$ cat src/rtl/sdspi_arbiter.sv
// Round-robin arbiter sharing one sdspihost between two read requesters.
// Owns host reset/init and recovers a hung host through a busy watchdog.
module sdspi_arbiter #(
    parameter int TIMEOUT_W = 24
) (
    input  logic        clk,
    input  logic        rst,
    input  logic        req0,
    input  logic        req1,
    input  logic        r_block0,
    input  logic        r_block1,
    input  logic        r_multi0,
    input  logic        r_multi1,
    input  logic        r_byte0,
    input  logic        r_byte1,
    input  logic [31:0] addr0,
    input  logic [31:0] addr1,
    output logic        gnt0,
    output logic        gnt1,
    output logic        busy0,
    output logic        busy1,
    output logic [7:0]  data_o,
    output logic        ready,
    output logic        timeout_err,
    output logic        host_rst,
    output logic        host_r_block,
    output logic        host_r_multi_block,
    output logic        host_r_byte,
    output logic [31:0] host_block_addr,
    input  logic        host_busy,
    input  logic [7:0]  host_data_out
);

    typedef enum logic [2:0] {
        INIT_RST, INIT_BUSY, INIT_IDLE, IDLE, GNT0, GNT1, RELEASE
    } state_t;

    state_t               state, state_nxt;
    logic                 last;
    logic [TIMEOUT_W-1:0] wd_cnt;
    logic                 wd_watched, wd_fire;

    // INIT_BUSY is excluded: the host may legitimately take a long time to come up.
    assign wd_watched = (state == INIT_IDLE) || (state == GNT0) ||
                        (state == GNT1) || (state == RELEASE);
    assign wd_fire    = wd_watched && (wd_cnt == {TIMEOUT_W{1'b1}});

    always_comb begin
        state_nxt = state;
        case (state)
            INIT_RST:  state_nxt = INIT_BUSY;
            INIT_BUSY: if (host_busy)  state_nxt = INIT_IDLE;
            INIT_IDLE: if (!host_busy) state_nxt = IDLE;
            IDLE: begin
                if (req0 && req1) state_nxt = last ? GNT0 : GNT1;
                else if (req0)    state_nxt = GNT0;
                else if (req1)    state_nxt = GNT1;
            end
            GNT0:    if (!req0)      state_nxt = RELEASE;
            GNT1:    if (!req1)      state_nxt = RELEASE;
            RELEASE: if (!host_busy) state_nxt = IDLE;
            default: state_nxt = INIT_RST;
        endcase
        if (wd_fire) state_nxt = INIT_RST;
    end

    // Outputs are registered copies of the next-state decode.
    always_ff @(posedge clk) begin
        if (rst) begin
            state       <= INIT_RST;
            last        <= 1'b1;
            wd_cnt      <= '0;
            timeout_err <= 1'b0;
            host_rst    <= 1'b1;
            ready       <= 1'b0;
            gnt0        <= 1'b0;
            gnt1        <= 1'b0;
        end else begin
            state    <= state_nxt;
            host_rst <= (state_nxt == INIT_RST);
            ready    <= (state_nxt == IDLE) || (state_nxt == GNT0) ||
                        (state_nxt == GNT1) || (state_nxt == RELEASE);
            gnt0     <= (state_nxt == GNT0);
            gnt1     <= (state_nxt == GNT1);
            if (state == IDLE && state_nxt == GNT0) last <= 1'b0;
            if (state == IDLE && state_nxt == GNT1) last <= 1'b1;
            if (wd_fire) timeout_err <= 1'b1;
            wd_cnt <= (!wd_fire && wd_watched && host_busy) ? wd_cnt + 1'b1 : '0;
        end
    end

    always_comb begin
        host_r_block       = 1'b0;
        host_r_multi_block = 1'b0;
        host_r_byte        = 1'b0;
        host_block_addr    = '0;
        if (gnt0) begin
            host_r_block       = r_block0;
            host_r_multi_block = r_multi0;
            host_r_byte        = r_byte0;
            host_block_addr    = addr0;
        end else if (gnt1) begin
            host_r_block       = r_block1;
            host_r_multi_block = r_multi1;
            host_r_byte        = r_byte1;
            host_block_addr    = addr1;
        end
    end

    // Ungranted requesters see a permanently busy host and stall.
    assign busy0  = gnt0 ? host_busy : 1'b1;
    assign busy1  = gnt1 ? host_busy : 1'b1;
    assign data_o = host_data_out;

endmodule

$ cat config.mk
export PLATFORM = sky130hd
export DESIGN_NAME = sdspi_arbiter
export DESIGN_NICKNAME = d
export VERILOG_FILES = /design/src/rtl/sdspi_arbiter.sv
export SDC_FILE = /design/constraint.sdc
export NUM_CORES = 1
export LEC_CHECK = 0
export CAP_MARGIN = 20
export CELL_PAD_IN_SITES_DETAIL_PLACEMENT = 1
export CELL_PAD_IN_SITES_GLOBAL_PLACEMENT = 2
export CORE_ASPECT_RATIO = 0.6
export CORE_MARGIN = 2
export CORE_UTILIZATION = 18
export CTS_CLUSTER_SIZE = 16
export DETAILED_ROUTE_END_ITERATION = 7
export PLACE_DENSITY_LB_ADDON = 0.1
export SLEW_MARGIN = 10
export SYNTH_ARGS = -nofsm -noshare
export SYNTH_HDL_FRONTEND = slang
export SYNTH_SLANG_ARGS = --single-unit
$ cat constraint.sdc
create_clock -name clk -period 2.4 [get_ports clk]
set_input_delay 0.24 -clock clk [delete_from_list [all_inputs] [get_ports clk]]
set_output_delay 0.24 -clock clk [all_outputs]
set_load 0.005 [all_outputs]
==> key figures <==
Worst hold path
  • Depth of the worst hold-timing path: 1
  • Hold Crit Start: wd_cnt[0]
  • End point of the most critical hold path: wd_cnt[0]
  • Path category of the worst min-delay check: flip-flop to flip-flop

Clock network
  • Clock network latency to the later pin of the worst-skew pair: 270 ps
  • Number of setup buffers added after CTS: 0
  • Max H-tree Level: 2
  • Clock tree from TritonCTS: built
  • Clock Tree Root: clkbuf_16
  • CTS Buf Count: 5
  • Clock slew at the register clock pins of the worst setup and hold paths: 50 ps
  • CTS Sinks: 33
  • Maximum clock insertion buffer count: 2
  • Post-cts sizing count: 0
  • Cts hold-fix bufs: 0

Logic synthesis
  • Mapped Nets: 318
  • Total of warnings raised by yosys: 0
  • Number of different library cells in the post-synthesis netlist: 42
  • Count of flip-flops with a built-in enable after synthesis: 0
  • Combined area of all synthesized cells: 1970 sq um
  • Sequential-to-total area share from yosys stat: 33.5%
  • Main synth FF type: dfxtp_1
  • Share of flip-flops with an asynchronous set or reset after synthesis: 0%
  • Seq cells post-synth: 33
  • Count of mapped cells out of synthesis: 234
  • Post-Syn Area per Cell: 8.43 sq um

Layout
  • Most common library cell in the layout ignoring fill and taps: clkdlybuf4s50_1
  • Nets: 421
  • Core Util, Final: 31.7%
  • Synth-to-layout area growth: 70.8%
  • Number of diodes: 0
  • Number of fill cells: 1239
  • Share of cells above drive strength 1: 5.62%
  • Top library cells by usage in the layout, fill and taps aside: 116 x clkdlybuf4s50_1, 34 x a22o_1, 33 x dfxtp_1

Worst setup path
  • Highest fanout seen on the critical path: 14
  • Required time of the worst setup path: 2540 ps
  • Endpoint of the most critical register-to-register path: state[0]
  • Slack of the worst reg-to-reg path: 200 ps
  • Category of the worst setup path launch point: flip-flop
  • R2R Path Start: wd_cnt[0]
  • Worst r2r path cells: 6
  • Category of the worst setup path capture point: flip-flop
  • Worst Path Class, Setup: flip-flop to flip-flop
  • Worst Path Arrival: 2340 ps

STA
  • Fin worst setup slack: 198 ps
  • Final cycle utilization of the critical path: 91.7%
  • Tightest Pin Transition: 566 ps
  • Slew margin rel.: 62.0%
  • Unrepaired setup endpoints after global routing: false
  • Number of max-slew violations in the final report: 0
  • Highest Clock Rate: 0.454 GHz
  • Clock Skew: 3.17 ps
  • Fin crit period: 2200 ps
  • Count of final hold-check violations: 0
  • Total Neg Setup Slack: 0 ps
  • Final Setup Violations: 0
  • Worst hold margin: 467 ps

GRT
  • GRT Total Usage: 12.5%
  • Met1 Track Usage GR: 17.1%
  • Most used routing layer: met2
  • Wire length of the first global-routing pass: 11800 um
  • Met2 capacity usage during global routing: 19.9%
  • Met3 GRT Util: 3.89%
  • Maximum number of pins on one net before global-route repair: 35
  • Antenna violations before repair: 0
  • Congestion Overflow GR: 0
  • Vias in the first global route: 2233

Place
  • Number of buffer cells added on primary ports: 116
  • Placer congestion estimate: 0.708
  • Worst slack at placement: 223 ps
  • Placed wire-length estimate after detailed placement: 6040 um

Route
  • Sum of routed wire length over all layers: 7620 um
  • DRC violations left: 0
  • Count of nets left with antenna violations after detail routing: 0
  • Detailed-route wire length per cell: 16.0 um
  • Number of iterations in the first detailed-routing pass: 4
  • Vias per inst: 4.49
  • First DRT Iteration DRCs: 79
  • Via Count: 2141

Die
  • Area inside the core boundary: 10600 sq um
  • Overall die area: 11800 sq um
  • I/O pin count: 133
  • Row cnt: 29
  • Die width: 139 um
  • Starting density of the core: 18.6%
  • Height of the die: 85.1 um

Power
  • Worst supply voltage drop on vdd: 0.310 mV
  • Power Dens Cells: 499 nW/um^2
  • Static power due to leakage: 1.14 nW
  • Design Power: 1.68 mW

Flow run
  • Max Cap Viol: 0

Outcome
  • Run status: completed
-- routing by layer --
layer / vias to the layer above / routed length [um]
li1: 1079 / -
met1: 1026 / 3840
met2: 34 / 3430
met3: 2 / 344
met4: 0 / 10
met5: - / 0
-- flip-flops by register name (all words and copies together) (netlist names) --
name and flops:
last 1, wd_cnt 24, ready 1, timeout_err 1, gnt0 1, host_rst 1
state 3, gnt1 1
-- where the power goes --
part	switching [mW]	total, mW	internal [mW]	leakage (nW)
Clock	0.229	0.609	0.380	0.0706
Combinational	0.170	0.447	0.277	0.804
Sequential	0.0493	0.625	0.576	0.267
Total	0.448	1.68	1.23	1.14
-- cells in the mapped netlist (all sizes together), types with 3 or more instances --
library cell	instances	share of area, %
a22o	34	15
dfxtp	33	33
nor2	19	3.6
a21oi	15	3.8
nand2	14	2.7
clkbuf	13	2.5
buf	12	4.1
nand3	11	3.0
o21ai	9	2.3
o31ai	9	4.1
or4	8	3.2
nand4	6	1.9
xor2	6	2.7
or3	5	1.6
xnor2	5	2.2
and3	4	1.3
inv	4	0.76
and4	3	1.3
nand2b	3	0.95
nor3	3	0.76
-- how the worst max path moves through the flow --
stage                   start            endpoint  slack, ps  cells after the start
floorplan           wd_cnt[0]                gnt0        400                      5
global placement    wd_cnt[0]            state[0]        280                      6
detailed placement  wd_cnt[0]            state[0]        220                      6
CTS                      gnt0  host_block_addr[7]        180                      4
global route        wd_cnt[0]            state[0]        100                      6
finish              wd_cnt[0]            state[0]        200                      6
-- cells by family (layout without fill, tap and decap cells) --
kind of cell	count (synthesis)	count (layout)	synth area share, %
buffers and inverters	29	133	7.36
adder cells (fa/ha/maj)	1	1	0.634
flip-flops	33	33	33.5
AND/OR/NAND/NOR	83	83	23.0
XOR/XNOR	11	11	4.88
AO/OA/AOI/OAI	77	77	30.6
-- area by class of cell --
| cell class | instances | area, sq um | share of cell area [%] |
|---|---|---|---|
| inverters | 4 | 15.0 | 0.446 |
| repair buffers | 121 | 1210 | 35.9 |
| clock inverters | 2 | 10.0 | 0.297 |
| multi-input cells | 172 | 1170 | 34.7 |
| clock buffers | 6 | 129 | 3.82 |
| flip-flops and latches | 33 | 661 | 19.6 |
| well taps | 139 | 174 | 5.16 |
-- worst max-delay path, stage by stage, from the launching register on --
cell     delay (ps)
dfxtp_1         380
ha_1            240
nand2_1         130
or4_4           660
o41ai_4         410
buf_4           200
nor2_1           50
-- metrics by stage --
stage / area [sq um] / instances
3_5_place_dp: 3230 / 469
5_1_grt: 3370 / 477
2_1_floorplan: 1970 / 234
6_report: 3370 / 477
4_1_cts: 3370 / 477
3_3_place_gp: 3230 / 469
Power figures use the tool's default switching activity.
